File: config.mk
export PLATFORM = sky130hd
export DESIGN_NAME = demux1to4_buf
export DESIGN_NICKNAME = d
export VERILOG_FILES = /design/src/rtl/demux1to4_buf.sv
export SDC_FILE = /design/constraint.sdc
export NUM_CORES = 1
export LEC_CHECK = 0
export CORE_UTILIZATION = 40
export DETAILED_ROUTE_END_ITERATION = 7
export PLACE_DENSITY_LB_ADDON = 0.2
export RECOVER_POWER = 50
export SYNTH_ARGS = -nofsm -noshare
export SYNTH_HDL_FRONTEND = slang
export SYNTH_SLANG_ARGS = --single-unit
File: constraint.sdc
create_clock -name clk -period 1.3 [get_ports clk]
set_input_delay 0.13 -clock clk [delete_from_list [all_inputs] [get_ports clk]]
set_output_delay 0.13 -clock clk [all_outputs]
set_load 0.02 [all_outputs]
File: src/rtl/demux1to4_buf.sv
// demux1to4_buf: registered 1-to-4 valid/ready stream demux; DEMUX_COUNT_EN adds per-destination delivery counters
module demux1to4_buf #(
  parameter int DATA_WIDTH = 32
) (
  input  logic                  clk,
  input  logic                  rst,
  input  logic [1:0]            control_signal,
  input  logic                  i_valid,
  input  logic [DATA_WIDTH-1:0] i_data,
  output logic                  o_ready,
  output logic [3:0]            o_valid,
  input  logic [3:0]            i_ready,
  output logic [DATA_WIDTH-1:0] o_data_0,
  output logic [DATA_WIDTH-1:0] o_data_1,
  output logic [DATA_WIDTH-1:0] o_data_2,
  output logic [DATA_WIDTH-1:0] o_data_3
`ifdef DEMUX_COUNT_EN
  ,
  output logic [15:0]           o_count_0,
  output logic [15:0]           o_count_1,
  output logic [15:0]           o_count_2,
  output logic [15:0]           o_count_3
`endif
);
  logic [3:0] valid_q, valid_d, ld, drn;
  logic [DATA_WIDTH-1:0] data_q [4];
  logic [DATA_WIDTH-1:0] data_d [4];
  // a load wins over a drain on the same slot, so a draining slot refills without a bubble
  always_comb begin
    o_ready = !rst && (!valid_q[control_signal] || i_ready[control_signal]);
    ld = (i_valid && o_ready) ? 4'b0001 << control_signal : 4'b0000;
    drn = valid_q & i_ready;
    valid_d = ld | (valid_q & ~drn);
    for (int k = 0; k < 4; k++) data_d[k] = ld[k] ? i_data : data_q[k];
  end
  always_ff @(posedge clk) begin
    if (rst) begin
      valid_q <= 4'b0000;
      for (int k = 0; k < 4; k++) data_q[k] <= '0;
    end else begin
      valid_q <= valid_d;
      for (int k = 0; k < 4; k++) data_q[k] <= data_d[k];
    end
  end
  assign o_valid  = valid_q;
  assign o_data_0 = data_q[0];
  assign o_data_1 = data_q[1];
  assign o_data_2 = data_q[2];
  assign o_data_3 = data_q[3];
`ifdef DEMUX_COUNT_EN
  logic [15:0] count_q [4];
  logic [15:0] count_d [4];
  always_comb begin
    for (int k = 0; k < 4; k++) count_d[k] = count_q[k] + 16'(drn[k]);
  end
  always_ff @(posedge clk) begin
    for (int k = 0; k < 4; k++) count_q[k] <= rst ? 16'd0 : count_d[k];
  end
  assign o_count_0 = count_q[0];
  assign o_count_1 = count_q[1];
  assign o_count_2 = count_q[2];
  assign o_count_3 = count_q[3];
`endif
endmodule

; ---- Word level (Yosys, flattened, before mapping)
; Memories as Yosys holds them, arrays and structs flattened.
; Cells that the tools add are included.
; Widths: inputs -> output; s select.
[op_classes]
magnitude_cmp = 1
shifts = 1
bitwise_logic = 8
n_mux = 16
reduce_logical = 5
[op_table]
columns = operator, count
row1 = $mux 32, 8
row2 = $and 4x4->4, 2
row3 = $mux 1, 5
row4 = $bmux 1 s2, 2
row5 = $mux 4, 1
row6 = $not 4->4, 1
row7 = $or 1x1->1, 4
row8 = $or 4x4->4, 1
row9 = $shl 1x2->4 const A, 1
row10 = $lt 2x3->1 const B, 1
row11 = $logic_and 1x1->1, 2
row12 = $logic_not 1->1, 2
row13 = $logic_or 1x1->1, 1
[totals]
word_cells = 33
output_inout_bits = 133
ram_bits = 128
in_bits = 41
memories = 1
ff_bits = 4
[memory_table]
columns = memory, words, width, rd, rd_ports_with_merged_regs, wr, line
row1 = data_q, 4, 32, 4, 0, 4, 26  ; logic [DATA_WIDTH-1:0] data_q [4];

; ---- Longest topological paths before layout
; Gate-level depths: netlist (run 1).
[logic_depth]
ltp_word = 9
mapped_depth = 6

; ---- Worst setup path after synthesis (run 1)
; No wires, ideal clock.
[synth_timing]
path_type = register to output
start = register valid_q[3] (netlist: o_valid[3])
end = output o_ready
t_arrival_ns = 1.396
path_buffers = 1
path_slack_ns = -0.226
stages_incl_launch_ff = 5
required_ns = 1.170
path_cell_list = dfxtp_1 > nor2b_1 > clkbuf_1 > mux4_2 > nor2_1
[synth_between]
elab_chain_len = 5
[synth_lines]
columns = item, line
row1 = start: declaration, 25  ; logic [3:0] valid_q, valid_d, ld, drn;
row2 = start signal: assignment, 41  ; valid_q <= valid_d;
row3 = $bmux 1 s2, 30  ; o_ready = !rst && (!valid_q[control_signal] || i_ready[control_signal]);
row4 = $mux 1 (implied by the code), 30
row5 = $logic_not 1->1, 30
row6 = $logic_or 1x1->1, 30
row7 = $logic_and 1x1->1, 30
row8 = end: declaration, 10  ; output logic o_ready,
; No other way between the ends. The select of a mux whose other input is x is not followed.

; ---- Final worst setup path (run 1)
[layout_timing]
start = register valid_q[2] (netlist: o_valid[2])
end = output o_ready
; The elaborated chain is that of the path after synthesis.

==> flow_summary.json, run 1 <==
{
  "syn_area_um2": 5680,
  "finalSetupViolCount": 86,
  "max_freq_mhz": 578,
  "synth_top_area_cell": "dfxtp_1",
  "grt_pass1_wl_mm": 32.3,
  "required_ns": 1.17,
  "slew_violations": 0,
  "hpwl_mm": 13.2,
  "firstDrtPassIters": 5,
  "num_rows": 43,
  "antenna_found_initial": 0,
  "p_per_area_nw_per_um2": 1230,
  "synth-async-reset-ratio_pct": 0,
  "finalCritPeriodShare_pct": 133,
  "final_cells": 977,
  "grt_use_total_pct": 28.8,
  "p_leak_nw": 3.63,
  "finalHoldViolCount": 0,
  "cts_buffer_depth": 2,
  "regToRegSetupSlack_ns": -0.07,
  "synth_common_cells": "dfxtp_1, nand4_1, clkbuf_1",
  "synth_cell_types": 23,
  "cts.clk_slew.worst_paths_ns": 0.05,
  "start_util_pct": 40.9,
  "fillCellCount": 1244,
  "grt_start_max_net_pins": 111,
  "cap_violations": 0,
  "top_level_ports": 174,
  "syn_avg_cell_area_um2": 8.87,
  "drive_gt1_share_pct": 15.7,
  "die_w_um": 121,
  "irDropWorstVdd_mv": 0.787,
  "ys_ff_latch": 132,
  "rsz0062_at_grt": "yes",
  "cp_max_fo": 2,
  "synth_most_common_cell": "dfxtp_1",
  "fin_skew_ns": 0.00580,
  "cts_root_buf": "clkbuf_16",
  "seq_area_frac_synth_pct": 46.5,
  "ant_nets": 0,
  "yosys_warnings": 0,
  "cts_num_sinks": 132,
  "status": "finished, violations left",
  "arrival_ns": 1.60,
  "gp_congestion": 0.868,
  "grt_pass1_vias": 5846,
  "routedWlPerCell_um": 21.6,
  "drc": 0,
  "worstMarginPinSlew_ns": 0.566,
  "wirelength_mm": 21.1,
  "htree_levels": 4,
  "slew_headroom_pct": 62.2,
  "cp-end-kind": "output port",
  "final.setup.worst_slack_ns": -0.430,
  "num_vias": 6280,
  "worst-r2r-cell-count": 5,
  "areaGrowthSynthToFinish_pct": 48.0,
  "hold_end": "data_q[0][21]$_SDFFE_PP0P_",
  "syn_nets": 682,
  "worstHoldStart": "rst",
  "clk_latency_ns": 0.42,
  "rr_startpoint": "o_valid[1]$_SDFF_PP0_",
  "dieArea_um2": 14700,
  "whs_path_depth": 4,
  "violations": "setup timing",
  "fin_crit_ns": 1.73,
  "synth_edf_count": 0,
  "netlist_instances": 641,
  "worstSetupStartpointType": "flip-flop",
  "grt_overflow": 0,
  "coreArea_um2": 13900,
  "synth.top_cell.area_share_pct": 46.5,
  "portBuffers": 173,
  "reg2reg_to": "data_q[1][8]$_SDFFE_PP0P_",
  "cts_made_buffers": 17,
  "hold_buffers": 0,
  "total_power_mw": 10.4,
  "vias_per_cell": 6.43,
  "pre_cts_ws_ns": -0.787,
  "criticalPathCategory": "reg2out",
  "synth_area_leaders": "dfxtp_1, nand4_1, o31ai_1",
  "dpl.cell_count": 942,
  "diodes": 0,
  "hp-class": "in2reg",
  "fin_nets": 827,
  "synthFlopType": "dfxtp_1",
  "cts_tree": "yes",
  "holdWs_ns": 0.249,
  "die_h_um": 121,
  "tns_ns": -2.48,
  "first_iter_violations": 604
}
-- repair_timing --
item | in CTS | in global routing
gates resized for setup | 170 | 62
pin swaps | 3 | 0
gates cloned | 3 | 0
endpoints found under the setup margin | 216 | 55
buffers inserted | 2 | 0
hold endpoints to repair | 0 | 0
-- final cells by class --
| class | count | area (um2) | share of cell area (%) |
|---|---|---|---|
| tap | 180 | 225 | 2.68 |
| timing repair buffer | 226 | 2120 | 25.2 |
| clock buffer | 26 | 499 | 5.94 |
| multi-input combinational | 407 | 2820 | 33.5 |
| sequential | 132 | 2650 | 31.5 |
| inverter | 2 | 7.51 | 0.0893 |
| clock inverter | 4 | 95.1 | 1.13 |
-- how the worst max path moves through the flow --
stage | from | end | slack (ns) | depth (start not counted)
finish | o_valid[2]$_SDFF_PP0_ | o_ready | -0.43 | 4
detailed placement | i_ready[3] | o_ready | -0.79 | 5
global placement | i_ready[3] | o_ready | -0.79 | 5
floorplan | o_valid[3]$_SDFF_PP0_ | o_ready | -0.09 | 4
global route | o_valid[2]$_SDFF_PP0_ | o_ready | -0.47 | 4
CTS | o_valid[3]$_SDFF_PP0_ | o_ready | -0.44 | 4
-- through the flow --
step	area, um2	util, %
2_1_floorplan	5700	-
3_3_place_gp	7720	55.6
3_5_place_dp	7720	55.6
4_1_cts	8350	60.2
5_1_grt	8410	60.6
6_report	8410	60.6
-- critical path, cell delays in order, from the launching register on --
cell     delay, ns
dfxtp_2       0.32
nor2b_4       0.12
mux4_2        0.48
nor2_4        0.13
buf_6         0.13
-- state kept, by name, indices dropped and copies added (netlist names) --
name and cells:
o_valid 4, data_q 128
-- metal layers --
metal	up-vias	wire, um	GRT usage (%)
met2	357	9970	44.8
met1	3053	8630	36.9
met5	-	0	0
met4	0	617	12.4
li1	2806	-	-
met3	64	1920	8.65
-- where the power goes --
part	internal, mW	switching (mW)
clock	3.20	1.69
sequential	4.17	0.0704
combinational	0.449	0.790
total	7.81	2.55
-- cell usage in the layout (no fill, tap or decap) --
master             n
clkbuf_2           5
nor2b_4            4
o31ai_2            6
nand3b_1           3
a21oi_1           68
dfxtp_1          128
bufinv_16          3
dfxtp_2            4
buf_12             9
nand2b_1           4
nor3b_2            1
o311ai_2          23
clkdlybuf4s15_1    7
nand3_1            2
clkdlybuf4s50_1   36
buf_8              2
inv_2              1
clkbuf_4           2
clkbuf_1          11
clkbuf_8           4
and3b_2            1
inv_1              1
clkbuf_16         17
bufbuf_16          2
buf_4             29
mux4_2             1
o311ai_1          34
dlygate4sd2_1    121
buf_6              6
buf_2              1
or3b_4             2
nand4_1          128
o311ai_0           7
nor2_4             1
clkinv_2           1
nand2_1           64
o31ai_1           58
-- kinds of logic after synthesis --
logic type             share of synthesized area [%]
buffers and inverters                           8.26
multiplexers                                   0.396
AND/OR/NAND/NOR                                 20.3
flip-flops                                      46.5
AO/OA/AOI/OAI                                   24.6
Note: power is estimated with default switching activity, not from simulation.
==> run 2: changes to the inputs <==
--- a/config.mk
+++ b/config.mk
@@ -5,6 +5,7 @@
 export SDC_FILE = /design/constraint.sdc
 export NUM_CORES = 1
 export LEC_CHECK = 0
+export ABC_AREA = 1
 export CORE_UTILIZATION = 40
 export DETAILED_ROUTE_END_ITERATION = 7
 export PLACE_DENSITY_LB_ADDON = 0.2
==> run 2 against run 1 <==
The run still ends with setup timing left; sequential power barely moved; first-iteration DRC count decreased by 61%; worst setup slack better by 0.20 ns; cell count grew 27%; critical endpoint is now data_q[2][21]$_SDFFE_PP0P_.
==> flow_summary.json, run 2 <==
{
  "max_freq_mhz": 655,
  "cts_buffer_depth": 2,
  "gp_congestion": 0.760,
  "first_iter_violations": 234,
  "top_level_ports": 174,
  "synthFlopType": "dfxtp_1",
  "grt_start_max_net_pins": 41,
  "crit_slowest_cell": "dfxtp_2",
  "final_cell_mix": "nand2_1, nor2_1, inv_1",
  "synth_area_leaders": "dfxtp_1, nand2_1, nor2_1",
  "cts_num_sinks": 132,
  "power_frac_clock_pct": 45.7,
  "postLayoutCellArea_um2": 8590,
  "hpwl_mm": 9.89,
  "fin_nets": 1095,
  "irDropWorstVdd_mv": 0.761,
  "post_dp_cell_area_um2": 7620,
  "ant_nets": 0,
  "netlist_instances": 857,
  "syn_avg_cell_area_um2": 6.53,
  "slew_headroom_pct": 79.3,
  "num_rows": 42,
  "portBuffers": 173,
  "fin_skew_ns": 0.00579,
  "clk_latency_ns": 0.42,
  "crit_chain": "nand2_1 > nand2_1 > nand2_1 > nand2_2 > buf_6 > nand2_8 > buf_12 > nand4_4 > buf_12 > clkbuf_16 > nand2_1 > nand2_1 > nor2_1",
  "worstMarginPinSlew_ns": 0.309,
  "synth_top_area_cell": "dfxtp_1",
  "die_h_um": 120,
  "p_int_mw": 7.64,
  "areaGrowthSynthToFinish_pct": 53.5,
  "hp-class": "in2reg",
  "antenna_found_initial": 0,
  "criticalPathCategory": "reg2reg",
  "p_per_area_nw_per_um2": 1180,
  "coreArea_um2": 13500,
  "grt_pass1_vias": 4953,
  "status": "finished, violations left",
  "slew_violations": 0,
  "synth_common_cells": "nand2_1, nor2_1, inv_1",
  "cp-end-kind": "flip-flop",
  "diodes": 0,
  "synth_most_common_cell": "nand2_1",
  "vias_per_cell": 4.32,
  "syn_nets": 898,
  "hold_buffers": 0,
  "drc": 0,
  "fin_crit_ns": 1.53,
  "firstDrtPassIters": 4,
  "cts_made_buffers": 17,
  "top_register": "data_q",
  "required_ns": 1.61,
  "violations": "setup timing",
  "worstSetupStartpointType": "flip-flop",
  "syn_area_um2": 5600,
  "cts_tree": "yes",
  "switching_share_pct": 24.9,
  "finalSetupViolCount": 133,
  "power_switching_mw": 2.53,
  "synth-async-reset-ratio_pct": 0,
  "crit_top_cell": "nand2_1",
  "mostFrequentLayoutCell": "nand2_1",
  "wirelength_mm": 15.6,
  "finalCritPeriodShare_pct": 117,
  "num_vias": 5370,
  "tns_ns": -19.55,
  "cp_max_fo": 10,
  "cap_violations": 0,
  "largest_reg_flops": 128,
  "htree_levels": 4,
  "cts.clk_slew.worst_paths_ns": 0.05,
  "seqPwrFrac_pct": 42.0,
  "synth_cell_types": 15,
  "grt_use_total_pct": 21.9,
  "critPathMaxStageDelay_ns": 0.32,
  "cts_root_buf": "clkbuf_16",
  "grt_pass1_wl_mm": 24.6,
  "post-route-util_pct": 63.9,
  "final.setup.worst_slack_ns": -0.226,
  "grt_overflow": 0,
  "arrival_ns": 1.84,
  "yosys_warnings": 0,
  "drive_gt1_share_pct": 15.2,
  "p_leak_nw": 4.88,
  "start_util_pct": 41.6,
  "dieArea_um2": 14500,
  "rsz0062_at_grt": "yes",
  "synth.top_cell.area_share_pct": 47.2,
  "routedWlPerCell_um": 12.5,
  "p_comb_share_pct": 12.3,
  "synth_edf_count": 0,
  "ys_ff_latch": 132,
  "finalHoldViolCount": 0,
  "die_w_um": 120,
  "seq_area_frac_synth_pct": 47.2
}
## run 2: cell types whose count changed after synthesis, moves of 26 or more
cell,previous run,this run
a21oi_1,68,5
nor2_1,1,258
o31ai_1,64,0
o311ai_1,26,0
inv_1,1,134
nand4_1,128,0
nand2_1,64,273
clkbuf_1,69,14
o311ai_0,36,0
## run 2: worst max-delay path, delay by kind of cell, from the launching register on
kind	cells	cell delay [ns]
flip-flops	1	0.32
AND/OR/NAND/NOR	9	0.53
buffers and inverters	4	0.57
## run 2: power by group through the flow
stage	Sequential [mW]	Clock, mW	Combinational (mW)
2_1_floorplan	4.53	0	0.426
3_3_place_gp	4.35	0	1.22
3_5_place_dp	4.36	0	1.23
4_1_cts	4.26	4.75	1.21
5_1_grt	4.28	4.93	1.37
6_report	4.26	4.65	1.26
## run 2: final cells by class
class / count / area, um2
well taps: 176 / 220
clock inverters: 8 / 72.6
inverters: 136 / 513
fillers: 1279 / 4860
repair buffers: 221 / 2250
multi-input cells: 546 / 2380
clock buffers: 24 / 512
flip-flops and latches: 132 / 2650
## run 2: kinds of logic (layout without fill, tap and decap cells)
family                 after synthesis  after routing  share of synthesized area, %
AO/OA/AOI/OAI                        5              5                         0.447
flip-flops                         132            132                          47.2
buffers and inverters              179            389                          15.1
AND/OR/NAND/NOR                    541            541                          37.3
## run 2: final timing paths
check	cells past startpoint	endpoint	slack, ns	startpoint
worst max-delay path	13	data_q[2][21]$_SDFFE_PP0P_	-0.23	o_valid[1]$_SDFF_PP0_
worst max register to register	13	data_q[2][21]$_SDFFE_PP0P_	-0.23	o_valid[1]$_SDFF_PP0_
worst min register to register	4	data_q[0][18]$_SDFFE_PP0P_	0.51	data_q[0][18]$_SDFFE_PP0P_
worst min-delay path	3	data_q[2][13]$_SDFFE_PP0P_	0.40	i_data[13]
## run 2: repair_timing
action                                 4_1_cts  5_1_grt
setup endpoints to repair                  265      139
gates cloned                                 7        3
pin swaps                                    0       11
gates resized for setup                    172       79
buffers inserted                             6        6
endpoints found under the hold margin        0        0
## run 2: per-stage QoR
step                worst slack (ns)  power, mW  hold WS [ns]  cells
floorplan                    0.00121       4.96         0.192    857
global placement              -0.680       5.58         0.497   1195
detailed placement            -0.701       5.59         0.499   1195
CTS                           -0.226       10.2         0.368   1240
global route                  -0.341       10.6         0.403   1243
finish                        -0.226       10.2         0.402   1243
## run 2: layer usage
metal	global-route usage, %	vias up	part of all wire [%]
met5	0	-	0
met4	8.41	0	1.5
met3	7.83	24	7.1
met2	36.0	131	47
met1	26.0	2373	44
li1	-	2842	-
==> RTL change 1, RTL diff (flow settings as in run 2) <==
The parameter `DATA_WIDTH` goes from 32 to 64.
--- a/src/rtl/demux1to4_buf.sv
+++ b/src/rtl/demux1to4_buf.sv
@@ -1,6 +1,6 @@
 // demux1to4_buf: registered 1-to-4 valid/ready stream demux; DEMUX_COUNT_EN adds per-destination delivery counters
 module demux1to4_buf #(
-  parameter int DATA_WIDTH = 32
+  parameter int DATA_WIDTH = 64
 ) (
   input  logic                  clk,
   input  logic                  rst,
Interface: changed (5 resized); port bits go from 174 to 334. The function was not compared with the original's and may differ.
==> RTL change 1 against run 2 <==
The flow still finishes with violations (negative setup slack). Synthesized cell count grew 95%. Clock skew grew 0.0056 ns. Worst setup slack lost 0.023 ns. Design area grew 110%. Sequential cell count grew 128. Wire length grew 130%. Critical path depth shrank 7. Clock power grew 75%. Power grew 91%. Global-route usage grew 0.72 points. Area after synthesis grew 110%. Fmax shrank 1.5%. First-iteration DRC count grew 110%. Critical endpoint is now o_ready. Largest cell class is now multi-input combinational cells.
==> RTL change 1: results (changes against run 2) <==
Parameter                              Value

Timing
  Final-layout setup total negative slack ... -42.21 ns (-22.66 ns)
  Final setup vio count ... 262 (+97%)
  Maximum clock skew at final layout ... 0.0114 ns (+0.00561 ns)
  Post-route setup slack ... -0.249 ns (-0.0233 ns)

Run status
  Violations in the final reports ... negative setup slack
  Outcome ... finished, violations left

Clocking
  Clock latency at the later pin of the worst-skew pair ... 0.54 ns (+0.12 ns)
  Maximum number of buffers from clock root to sink ... 3 (+1)
  Number of CTS-inserted buffers ... 29 (+12)

Layout
  Area added between synthesis and finish ... 53.7%
  Clock Network Area Fraction ... 0.0526 (-0.0154)
  Inverter count of the layout excluding clock inverters ... 264 (+94%)
  Multi-input logic portion of the cell area ... 0.313 (+0.0356)

Placement
  HPWL Detailed ... 21400 um (+120%)
  Placed Instance Area ... 0.0154 mm^2 (+100%)
  Total of buffers placed on input and output ports ... 333 (+92%)

Setup path
  Critical-path top delay cell ... dfxtp_4
  Delay of the slowest critical-path stage ... 0.35 ns (+0.03 ns)
  Kind of cell adding the most delay to the critical path ... flip-flops
  Crit path arrival time ... 1.42 ns (-0.42 ns)

GRT
  Largest net degree at the start of global routing ... 55 (+34%)
  Wire length of the first global-routing pass ... 54800 um (+120%)
  Combined global-route utilization of all metal layers ... 0.226 (+0.00723)

Routing
  Vias per Instance ... 4.41 (+2.1%)
  Wire length after detailed routing ... 36500 um (+130%)

Power
  Leak ... 8.66 nW (+78%)
  Worst voltage drop across the vdd grid ... 0.00101 V (+33%)

Synthesis
  Average size of a mapped cell ... 7.00 um^2 (+7.1%)
  Post-synth net total ... 1740 (+94%)
RTL change 1: worst paths after layout:
| kind | start | slack [ns] | cells past startpoint | end |
|---|---|---|---|---|
| setup / recovery | o_valid[1]$_SDFF_PP0_ | -0.25 | 6 | o_ready |
| hold / removal | i_ready[3] | 0.26 | 4 | o_valid[3]$_SDFF_PP0_ |
| setup reg to reg | o_valid[1]$_SDFF_PP0_ | -0.24 | 11 | data_q[3][5]$_SDFFE_PP0P_ |
| hold reg to reg | data_q[2][42]$_SDFFE_PP0P_ | 0.51 | 4 | data_q[2][42]$_SDFFE_PP0P_ |
RTL change 1: logic make-up after synthesis:
family / count (synthesis) / synth area share
buffers and inverters: 349 / 0.152
AOI/OAI and AO/OA: 5 / 0.00214
and+or+nand+nor: 1053 / 0.400
DFF: 260 / 0.446
RTL change 1: tightest hold or removal path, cell delays in order:
cell,delay (ns)
clkdlybuf4s50_1,0.49
inv_1,0.04
nand2_1,0.05
a21oi_1,0.06
RTL change 1: power breakdown:
part | leakage, nW | switching, mW | internal [mW]
clock | 0.471 | 3.28 | 4.86
sequential | 2.12 | 0.151 | 8.26
combinational | 6.08 | 1.65 | 1.17
total | 8.66 | 5.08 | 14.3
RTL change 1: layer usage:
metal,share of wire,vias up,global-route usage,wire length [um]
li1,-,5478,-,-
met1,0.42,4935,0.277,15400
met2,0.48,289,0.392,17700
met3,0.066,60,0.0558,2400
met4,0.028,0,0.0631,1020
met5,0,-,0,0
RTL change 1: timing repair:
action	CTS	global route
hold endpoints to repair	0	0
cloned	13	17
hold buffers	0	0
buffers inserted	10	2
pin swaps	8	47
resized for setup	1011	229
setup endpoints to repair	519	385
==> RTL change 2, RTL diff (flow settings as in run 2) <==
Made on the original files. The option `DEMUX_COUNT_EN` is turned on by a define.
--- a/src/rtl/demux1to4_buf.sv
+++ b/src/rtl/demux1to4_buf.sv
@@ -1,4 +1,6 @@
 // demux1to4_buf: registered 1-to-4 valid/ready stream demux; DEMUX_COUNT_EN adds per-destination delivery counters
+`define DEMUX_COUNT_EN
+
 module demux1to4_buf #(
   parameter int DATA_WIDTH = 32
 ) (
Formal check against the unedited RTL (old outputs only; new: o_count_0, o_count_1, o_count_2 and o_count_3): no difference found for any inputs over 10 cycles, from zero or initial values and one cycle with rst high; that may be too few to reach the edited logic, so the function may still have changed.
==> RTL change 2 against run 2 <==
The run still ends with negative setup slack left. Power rose by 26%. Via count up 60%. Critical path type unchanged. Area after synthesis increased by 50%. Sequential cell count up 64. First-iteration DRC count rose by 44%. Design area rose by 61%. Largest power group is now sequential cells. Wire length is 67% higher. Worst setup slack got worse by 0.13 ns.
==> RTL change 2: results (changes against run 2) <==
Parameter                              Value

Run status
  Outcome ... finished, violations left
  Violations in the final reports ... negative setup slack

Synthesis
  Synth top area cells ... dfxtp_1 (47%), nand2_1 (15%), nor2_1 (14%)
  Commonest cells post-synth ... nand2_1 (336), nor2_1 (321), dfxtp_1 (196), inv_1 (194), a21oi_1 (39)
  Post-synthesis cell type count ... 28 (+13)
  Post-synth net total ... 1301 (+45%)

Routing
  Wire length after detailed routing ... 26100 um (+67%)
  Initial DRC count ... 338 (+44%)
  Met2 wire length ... 12800 um (+75%)
  Number of vias in the routed layout ... 8588 (+60%)
  Met3 wire len ... 1380 um (+24%)

GRT
  Largest net degree at the start of global routing ... 44 (+7.3%)
  Met1 routing resource usage after global routing ... 0.280 (+0.0199)

Floorplanning
  Std-Cell Rows ... 52 (+24%)

Power
  Flop+latch power ... 6.22 mW (+46%)

Clocking
  CTS clock-pin slew for the worst setup and hold paths ... 0.07 ns (+0.02 ns)

Timing
  Final setup vio count ... 180 (+35%)
  Final-layout setup total negative slack ... -42.81 ns (-23.26 ns)
  Post-route setup slack ... -0.353 ns (-0.127 ns)

Setup path
  Crit path arrival time ... 2.01 ns (+0.17 ns)
  Capture point of the critical path ... count_q[2][10]$_SDFF_PP0_
  Startpoint of the most critical register-to-register path ... o_valid[2]$_SDFF_PP0_

Placement
  HPWL Detailed ... 16100 um (+62%)
  Global placer's final weighted congestion ... 0.816 (+7.4%)

Layout
  Total Nets Final ... 1633 (+49%)
  Multi-input logic portion of the cell area ... 0.325 (+0.0477)
  Non-clock buffer count ... 364 (+65%)
[RTL change 2: what timing repair did]
item	4_1_cts	5_1_grt
resized for setup	420	249
setup endpoints to repair	373	236
endpoints found under the hold margin	0	0
pin swaps	37	52
gates cloned	3	20
buffers inserted	17	13
[RTL change 2: worst max-delay path: cells and delay by family, from the launching register on]
family                   cells  cell delay [ns]
AO/OA/AOI/OAI                1             0.06
AND/OR/NAND/NOR              5             0.61
buffers and inverters        3             0.24
adder cells (fa/ha/maj)      2             0.28
flip-flops                   1             0.39
[RTL change 2: logic make-up (layout without fill, tap and decap cells)]
family | Yosys count | after routing
adder cells (fa/ha/maj) | 8 | 8
AND/OR/NAND/NOR | 728 | 728
flip-flops | 196 | 196
AO/OA/AOI/OAI | 68 | 68
buffers and inverters | 247 | 591
XOR/XNOR | 5 | 5
